### src/rtl/bias_accum_ctrl_pkg.sv
// -----------------------------------------------------------------------------
// bias_accum_ctrl_pkg
// Shared definitions for the convolution output stage:
//   LANE_W   - signed lane width (two's complement)
//   state_e  - sequencer FSM states
//   sat_add  - W+1-bit add of two LANE_W signed values, clamped back to LANE_W
// -----------------------------------------------------------------------------
package bias_accum_ctrl_pkg;

    localparam int LANE_W = 18;

    typedef enum logic [1:0] {
        ST_IDLE  = 2'd0,
        ST_ACCUM = 2'd1,
        ST_BIAS  = 2'd2,
        ST_OUT   = 2'd3
    } state_e;

    function automatic logic signed [LANE_W-1:0] sat_add(
        input logic signed [LANE_W-1:0] a,
        input logic signed [LANE_W-1:0] b
    );
        logic signed [LANE_W:0] sum;
        sum = {a[LANE_W-1], a} + {b[LANE_W-1], b};
        // The two top bits disagree only when the true sum left the W-bit range.
        if (sum[LANE_W] != sum[LANE_W-1]) begin
            sat_add = sum[LANE_W] ? {1'b1, {(LANE_W-1){1'b0}}}
                                  : {1'b0, {(LANE_W-1){1'b1}}};
        end else begin
            sat_add = sum[LANE_W-1:0];
        end
    endfunction

endpackage

### src/rtl/bias_accum_ctrl_lane.sv
// -----------------------------------------------------------------------------
// bias_lane_acc
// One W-bit signed saturating accumulator lane.
// Ports:
//   clk, rst_n  - clock, asynchronous active-low reset (acc cleared)
//   clr         - synchronous clear of the accumulator (wins over add_en)
//   add_en      - acc <= sat(acc + operand)
//   operand     - W-bit signed addend
//   acc         - registered accumulator value
// -----------------------------------------------------------------------------
module bias_lane_acc
    import bias_accum_ctrl_pkg::*;
#(
    parameter int W = LANE_W
) (
    input  logic                clk,
    input  logic                rst_n,
    input  logic                clr,
    input  logic                add_en,
    input  logic signed [W-1:0] operand,
    output logic signed [W-1:0] acc
);

    // Width-generic saturating add, used only when W differs from the layer width.
    function automatic logic signed [W-1:0] sat_add_w(
        input logic signed [W-1:0] a,
        input logic signed [W-1:0] b
    );
        logic signed [W:0] sum;
        sum = {a[W-1], a} + {b[W-1], b};
        if (sum[W] != sum[W-1]) begin
            sat_add_w = sum[W] ? {1'b1, {(W-1){1'b0}}} : {1'b0, {(W-1){1'b1}}};
        end else begin
            sat_add_w = sum[W-1:0];
        end
    endfunction

    logic signed [W-1:0] acc_q;
    logic signed [W-1:0] acc_d;
    logic signed [W-1:0] sum;

    generate
        if (W == LANE_W) begin : g_pkg_sat
            assign sum = sat_add(acc_q, operand);
        end else begin : g_local_sat
            assign sum = sat_add_w(acc_q, operand);
        end
    endgenerate

    always_comb begin
        acc_d = acc_q;
        if (clr) begin
            acc_d = '0;
        end else if (add_en) begin
            acc_d = sum;
        end
    end

    always_ff @(posedge clk or negedge rst_n) begin
        if (!rst_n) begin
            acc_q <= '0;
        end else begin
            acc_q <= acc_d;
        end
    end

    assign acc = acc_q;

endmodule

### src/rtl/bias_accum_ctrl.sv
// -----------------------------------------------------------------------------
// bias_accum_ctrl
// Output-stage sequencer for one convolution layer. Per output group it
// accumulates N_CHUNKS partial-sum beats (saturating after every add), adds the
// group's bias vector for one cycle, then offers the result downstream. Runs
// N_GROUPS groups per start.
// Ports:
//   clk, rst_n          - clock, asynchronous active-low reset
//   start               - run request, honoured only in IDLE
//   in_valid/in_ready   - partial-sum beat handshake (in_ready registered)
//   in_data             - N_adder_tree packed W-bit lanes
//   bias_sel            - current group, selects the bias bank
//   bias_q              - bias vector of the selected bank
//   out_valid/out_ready - result handshake (out_valid registered)
//   out_data            - biased, saturated result lanes
//   busy                - not IDLE
//   done                - one-cycle pulse after the last group is accepted
// -----------------------------------------------------------------------------
module bias_accum_ctrl
    import bias_accum_ctrl_pkg::*;
#(
    parameter int N_adder_tree = 16,
    parameter int W            = LANE_W,
    parameter int N_CHUNKS     = 9,
    parameter int N_GROUPS     = 4,
    localparam int SEL_W       = (N_GROUPS > 1) ? $clog2(N_GROUPS) : 1,
    localparam int CHUNK_W     = (N_CHUNKS > 1) ? $clog2(N_CHUNKS) : 1
) (
    input  logic                      clk,
    input  logic                      rst_n,
    input  logic                      start,
    input  logic                      in_valid,
    output logic                      in_ready,
    input  logic [N_adder_tree*W-1:0] in_data,
    output logic [SEL_W-1:0]          bias_sel,
    input  logic [N_adder_tree*W-1:0] bias_q,
    output logic                      out_valid,
    input  logic                      out_ready,
    output logic [N_adder_tree*W-1:0] out_data,
    output logic                      busy,
    output logic                      done
);

    localparam logic [CHUNK_W-1:0] LAST_CHUNK = CHUNK_W'(N_CHUNKS - 1);
    localparam logic [SEL_W-1:0]   LAST_GROUP = SEL_W'(N_GROUPS - 1);

    state_e             state_q, state_d;
    logic [SEL_W-1:0]   group_q, group_d;
    logic [CHUNK_W-1:0] chunk_q, chunk_d;
    logic               in_ready_q, in_ready_d;
    logic               out_valid_q, out_valid_d;
    logic               busy_q, busy_d;
    logic               done_q, done_d;

    logic               lane_clr;
    logic               lane_add;
    logic               op_is_bias;

    always_comb begin
        state_d    = state_q;
        group_d    = group_q;
        chunk_d    = chunk_q;
        done_d     = 1'b0;
        lane_clr   = 1'b0;
        lane_add   = 1'b0;
        op_is_bias = 1'b0;

        case (state_q)
            ST_IDLE: begin
                if (start) begin
                    group_d  = '0;
                    chunk_d  = '0;
                    lane_clr = 1'b1;
                    state_d  = ST_ACCUM;
                end
            end
            ST_ACCUM: begin
                if (in_valid && in_ready_q) begin
                    lane_add = 1'b1;
                    if (chunk_q == LAST_CHUNK) begin
                        chunk_d = '0;
                        state_d = ST_BIAS;
                    end else begin
                        chunk_d = chunk_q + CHUNK_W'(1);
                    end
                end
            end
            ST_BIAS: begin
                lane_add   = 1'b1;
                op_is_bias = 1'b1;
                state_d    = ST_OUT;
            end
            ST_OUT: begin
                if (out_ready) begin
                    if (group_q == LAST_GROUP) begin
                        // Return bias_sel to 0 so it reads 0 while idle.
                        group_d = '0;
                        done_d  = 1'b1;
                        state_d = ST_IDLE;
                    end else begin
                        group_d  = group_q + SEL_W'(1);
                        lane_clr = 1'b1;
                        state_d  = ST_ACCUM;
                    end
                end
            end
            default: begin
                state_d = ST_IDLE;
            end
        endcase

        // Handshake/status outputs are decoded from the next state so they are
        // registered and line up with the state they describe.
        in_ready_d  = (state_d == ST_ACCUM);
        out_valid_d = (state_d == ST_OUT);
        busy_d      = (state_d != ST_IDLE);
    end

    always_ff @(posedge clk or negedge rst_n) begin
        if (!rst_n) begin
            state_q     <= ST_IDLE;
            group_q     <= '0;
            chunk_q     <= '0;
            in_ready_q  <= 1'b0;
            out_valid_q <= 1'b0;
            busy_q      <= 1'b0;
            done_q      <= 1'b0;
        end else begin
            state_q     <= state_d;
            group_q     <= group_d;
            chunk_q     <= chunk_d;
            in_ready_q  <= in_ready_d;
            out_valid_q <= out_valid_d;
            busy_q      <= busy_d;
            done_q      <= done_d;
        end
    end

    // Lane accumulators; operand is the beat in ACCUM and the bias in BIAS.
    // The accumulator holds during OUT, which keeps out_data stable.
    generate
        for (genvar i = 0; i < N_adder_tree; i++) begin : g_lane
            logic signed [W-1:0] operand;
            logic signed [W-1:0] acc;

            assign operand = op_is_bias ? bias_q[i*W +: W] : in_data[i*W +: W];

            bias_lane_acc #(
                .W(W)
            ) u_lane (
                .clk    (clk),
                .rst_n  (rst_n),
                .clr    (lane_clr),
                .add_en (lane_add),
                .operand(operand),
                .acc    (acc)
            );

            assign out_data[i*W +: W] = acc;
        end
    endgenerate

    assign in_ready  = in_ready_q;
    assign out_valid = out_valid_q;
    assign busy      = busy_q;
    assign done      = done_q;
    assign bias_sel  = group_q;

endmodule

### config.mk
export PLATFORM = sky130hd
export DESIGN_NAME = bias_accum_ctrl
export DESIGN_NICKNAME = d
export VERILOG_FILES = /design/src/rtl/bias_accum_ctrl_pkg.sv /design/src/rtl/bias_accum_ctrl_lane.sv /design/src/rtl/bias_accum_ctrl.sv
export SDC_FILE = /design/constraint.sdc
export NUM_CORES = 1
export LEC_CHECK = 0
export CORE_AREA = 2 2 337 339
export DETAILED_ROUTE_END_ITERATION = 10
export DIE_AREA = 0 0 339 341
export GPL_TIMING_DRIVEN = 1
export PLACE_DENSITY_LB_ADDON = 0.05
export SYNTH_ARGS = -nofsm -noshare
export SYNTH_HDL_FRONTEND = slang
export SYNTH_SLANG_ARGS = --single-unit
export TNS_END_PERCENT = 50
### constraint.sdc
create_clock -name clk -period 11.3 [get_ports clk]
set_clock_uncertainty 0.05 [all_clocks]
set_input_delay 3.39 -clock clk [delete_from_list [all_inputs] [get_ports clk]]
set_output_delay 3.39 -clock clk [all_outputs]
set_load 0.01 [all_outputs]
# Word level (Yosys, flattened, before mapping)
# Cells that the tools add are included.
# classes
mux	104
eq_ne	26
n_reduce_logical	8
add_sub_neg	18
# op_table
op	n
two-way mux 18 bit	80
adder 18 x 18 -> 19 bit	16
inequality test 1 bit	16
two-way mux 2 bit	7
two-way mux 4 bit	3
two-way mux 1 bit	9
equality test 2 bit, second input constant	4
case mux 2 bit (4 select lines)	1
case mux 4 bit (2 select lines)	1
nonzero test 2 bit	4
inequality test 2 bit, second input constant	3
AND reduction 3 bit	2
adder 4 x 1 -> 4 bit, second input constant	1
equality test 2 x 1 -> 1 bit, second input constant	2
equality test 4 bit, second input constant	1
case mux 1 bit (2 select lines)	2
case mux 2 bit (2 select lines)	1
adder 2 x 1 -> 2 bit, second input constant	1
zero test 2 bit	1
logical AND 1 bit	1
# totals
out_inout_bits	294
input_bits	581
regBits	300

# Logic depth before layout (Yosys ltp)
# depth
depth_word	8
ltp_mapped	17
mapped_depth_nobuf	13

# Cells and area by module
# From an unflattened synthesis, not the netlist that was laid out.
# hier_totals
cells_unflattened	3742
hier_area_um2	33494.6
# modules_own_cells
mod	seq_area_each_um2	instances	area_per_inst_um2	cells_per_inst
bias_lane_acc (g_lane[13].u_lane ...)	450.4	12	1845.5	213
bias_lane_acc (g_lane[0].u_lane ...)	450.4	4	1790.5	198
bias_accum_ctrl	300.3	1	4186.5	394

# Least setup slack after synthesis
# No wires, ideal clock.
# synth_timing
path_kind	input -> register
startpoint	in bias_q[198]
endpoint	reg g_lane[11].u_lane.acc_q[10]
path_stages	13
path_buffers	2
t_required_ns	11.124
slack_ns	4.880
arrival_ns	6.244
setup_ns	0.126
cell_sequence	mux2_2 -> ha_1 -> fa_1 -> a211oi_2 -> o211ai_2 -> a41o_4 -> a41oi_2 -> o221ai_2 -> mux2_4 -> and2_4 -> buf_6 -> buf_8 -> a221o_1
# synth_via
elab_chain_cells	6
elab_cells_between_ends	7
cone_classes	1 x add/sub; 1 x eq/ne; 5 x mux
# synth_lines
element	line_no	rtl
start, declared	bias_accum_ctrl.sv:36	input logic [N_adder_tree*W-1:0] bias_q,
two-way mux 18 bit (*)	bias_accum_ctrl.sv:146	assign operand = op_is_bias ? bias_q[i*W +: W] : in_data[i*W +: W];
adder 18 x 18 -> 19 bit (*)	bias_accum_ctrl_pkg.sv:24	sum = {a[LANE_W-1], a} + {b[LANE_W-1], b};
two-way mux 18 bit / inequality test 1 bit (equally long branches)	bias_accum_ctrl_pkg.sv:27, bias_accum_ctrl_pkg.sv:26	
two-way mux 18 bit (*)	bias_accum_ctrl_pkg.sv:26	if (sum[LANE_W] != sum[LANE_W-1]) begin
two-way mux 18 bit (*)	bias_accum_ctrl_lane.sv:54	end else if (add_en) begin
two-way mux 18 bit (*)	bias_accum_ctrl_lane.sv:52	if (clr) begin
end signal, assigned	bias_accum_ctrl_lane.sv:61	acc_q <= '0;
end signal, assigned	bias_accum_ctrl_lane.sv:63	acc_q <= acc_d;
end, declared	bias_accum_ctrl_lane.sv:38	logic signed [W-1:0] acc_q;
# Mark *: on every way between the ends. The rest lies on a longest branch, timed or not. The select of a mux whose other input is x is not followed.
# A chain may end at the register's enable or synchronous reset.

# Worst setup path after layout
# layout_timing
startpoint	in bias_q[252]
endpoint	reg g_lane[14].u_lane.acc_q[3]
# layout_via
elab_chain_cells	6
elab_cells_between_ends	7
cone_classes	1 x add/sub; 1 x eq/ne; 5 x mux
# layout_lines
element	line_no
two-way mux 18 bit (*)	bias_accum_ctrl.sv:146
adder 18 x 18 -> 19 bit (*)	bias_accum_ctrl_pkg.sv:24
two-way mux 18 bit / inequality test 1 bit (equally long branches)	bias_accum_ctrl_pkg.sv:27, bias_accum_ctrl_pkg.sv:26
two-way mux 18 bit (*)	bias_accum_ctrl_pkg.sv:26
two-way mux 18 bit (*)	bias_accum_ctrl_lane.sv:54
two-way mux 18 bit (*)	bias_accum_ctrl_lane.sv:52
end signal, assigned	bias_accum_ctrl_lane.sv:61
end signal, assigned	bias_accum_ctrl_lane.sv:63
end, declared	bias_accum_ctrl_lane.sv:38
# Marks and branches as above.

==> metrics.cfg <==
[run_status]
outcome=finished, final reports clean

[cells_and_area]
fin_area_um2=41000
fillers=11500
postLayoutCoreUtil_pct=36.7
final_cells=5431
drive_gt1_share_pct=11.5
area_growth_pct=41.3
fin_nets=4799

[die]
fp.dieH_um=341
die_w_um=339
die-area_um2=116000
core_um2=112000
io_pins=875
num_rows=123
start_util_pct=25.9

[timing]
post-route-period-util_pct=59.5
max_freq_ghz=0.149
postLayoutSetupSlackWorst_ns=4.58
hold_violations=0
rsz0062_at_grt=false
setup_violations=0
drv_slew=0
slew_headroom_pct=25.3
fin_setup_tns_ns=0
worst_slew_pin_slew_ns=1.11
worst_hold_slack_ns=0.463
min_period_ns=6.72

[pwr]
p_leak_nw=17.3
p_per_area_nw_per_um2=284
peakVddDrop_uv=181
comb_power_share_pct=67.8
p_total_mw=11.7
clkPwrFrac_pct=14.0
switching_share_pct=45.8
seq_power_share_pct=18.2
p_sw_mw=5.33
cellInternalPower_mw=6.32

[worst_hold_path]
holdCritPathClass=register to register

[clock_tree]
clk_path_buf_depth=3
cts_hold_buf=0
ctsResizeCount=0
h-tree-depth=2
cts_setup_buffers=0
numCtsBuffers=47
root_buffer=clkbuf_16
insertion_delay_ns=0.63
cts.clk_slew.worst_paths_ns=0.06
tritoncts=built
clkSinkCount=300

[drt]
drt_iter0_markers=1317
drt_first_pass_iters=5
antenna_left=0
drc=0
wirelength_mm=123
wl_per_cell_um=22.6
avgViaCountPerCell=5.12
dr_total_vias=27800

[critical_path]
r2r_setup_slack_ns=5.87
setup.worst_path.start=bias_q[252]
cp.arrival_ns=7.10
reg2reg_to=g_lane[5].u_lane.acc[6]
r2r_cells=16
cp_max_fo=17
crit_end=g_lane[14].u_lane.acc[3]
cpPeakStageDelay_ns=0.71
crit_buf_inv=1
worstPathRequired_ns=11.68
worstPathCellList=clkdlybuf4s50_1 > mux2_2 > ha_1 > fa_1 > a21o_1 > o21ai_1 > a31oi_1 > a21o_1 > a221oi_1 > a31oi_1 > o21ai_2 > o311ai_0
reg2reg_from=state_q[0]
cp_num_cells=12
critical_path.slowest_cell=o21ai_2
end_kind=register
crit_type=input pin to register
start_kind=input pin
crit_family=compound AO/OA/AOI/OAI gates

[logic_synthesis]
ys_types=94
ys_warn_count=0
synthCells=3074
synth_edf_count=0
synth-seq-area-share_pct=25.9
ys.flop_type=dfrtp_1
yosys-top-cells-area=dfrtp_1 (26%), ha_1 (13%), mux2_2 (11%)
yosysTopAreaCell=dfrtp_1
synth_area_per_cell_um2=9.44
yosys-top-cells-count=ha_1 (311), dfrtp_1 (300), mux2_2 (291), a21oi_1 (236), a221o_1 (197)
ys_async_sr_fraction_pct=100
syn_area_um2=29000
yosysMostFrequentCell=ha_1
synth_nets=3982
yosysTopAreaCellShare_pct=25.9
synth_seq_cells=300

[placement]
placed_area_um2=39300
place_ws_ns=3.95
dp_cells=5342
gp_congestion=0.854
dpl.hpwl_mm=96.5
portBuffers=874

[global_routing]
antenna_found_initial=5
grt_pass1_vias=28400
grt_max_degree=154
grt-ovfl-total=0
gr-usage-all-layers_pct=20.5
grt_pass1_wl_mm=183

[job]
max_cap_violations=0

[final cells by class]
class	instances	area [um2]	area share [%]
clock inverters	16	274	0.668
well taps	1500	1880	4.57
diodes	4	10.0	0.0244
repair buffers	894	8950	21.8
clock buffers	69	1400	3.41
flip-flops and latches	300	7510	18.3
inverters	59	221	0.540
multi-input cells	2589	20800	50.7
[worst min-delay path by stage]
| stage | start | to | slack (ns) | depth (start not counted) |
|---|---|---|---|---|
| floorplan | chunk_q[2] | chunk_q[2] | 0.41 | 1 |
| global placement | g_lane[3].u_lane.acc[0] | g_lane[3].u_lane.acc[0] | 0.45 | 2 |
| detailed placement | g_lane[3].u_lane.acc[0] | g_lane[3].u_lane.acc[0] | 0.45 | 2 |
| CTS | g_lane[3].u_lane.acc[0] | g_lane[3].u_lane.acc[0] | 0.47 | 2 |
| global route | chunk_q[2] | chunk_q[2] | 0.48 | 1 |
| finish | chunk_q[2] | chunk_q[2] | 0.46 | 1 |
[placed cells by master, fill, tap and decap left out, types with 11 or more instances in the layout]
cell / n
o21a_1: 31
a21oi_1: 235
ha_1: 310
inv_1: 59
nor2b_1: 34
a211oi_1: 51
o21bai_1: 36
nand2_1: 185
clkbuf_16: 48
a21o_1: 107
dfrtp_1: 300
buf_4: 16
clkbuf_8: 12
xor2_1: 80
a22oi_1: 19
fa_1: 16
o21ai_0: 134
nand3_1: 44
a221o_1: 197
nand2b_1: 46
nor2_1: 149
o21ai_1: 27
a22o_1: 25
or3_1: 14
nor3_1: 35
nand4_1: 13
nor3b_1: 11
o2111ai_1: 13
o211ai_1: 65
a31oi_1: 43
and3_1: 37
a211o_1: 16
mux2i_1: 13
mux2_2: 291
xnor2_1: 130
clkdlybuf4s50_1: 873
[sequential cells by signal (all words and copies together), names as in the netlist]
register           cells
g_lane.u_lane.acc    288
chunk_q                4
bias_sel               2
state_q                2
busy                   1
done                   1
in_ready               1
out_valid              1
[logic make-up after synthesis]
logic type / Yosys count / synth area share (%)
adder cells (fa/ha/maj): 327 / 14.5
buffers and inverters: 185 / 2.65
AND/OR/NAND/NOR: 622 / 10.5
multiplexers: 306 / 11.8
XOR/XNOR: 211 / 6.39
AO/OA/AOI/OAI: 1123 / 28.3
flip-flops: 300 / 25.9
[per-layer routing]
metal	global-route usage, %	part of all wire, %	vias to the layer above
met5	0	0.0090	-
met3	4.38	5.5	119
met4	6.06	2.7	2
li1	-	-	13600
met2	35.3	48	739
met1	25.5	43	13300
[power groups by stage]
stage / Sequential, mW / Combinational, mW / Clock, mW
after CTS: 2.14 / 7.97 / 1.69
after global routing: 2.21 / 8.71 / 1.73
after detailed placement: 2.15 / 7.93 / 0
after global placement: 2.15 / 7.99 / 0
after floorplan: 2.20 / 5.00 / 0
final: 2.12 / 7.90 / 1.63
Note: power is estimated with default switching activity, not from simulation.
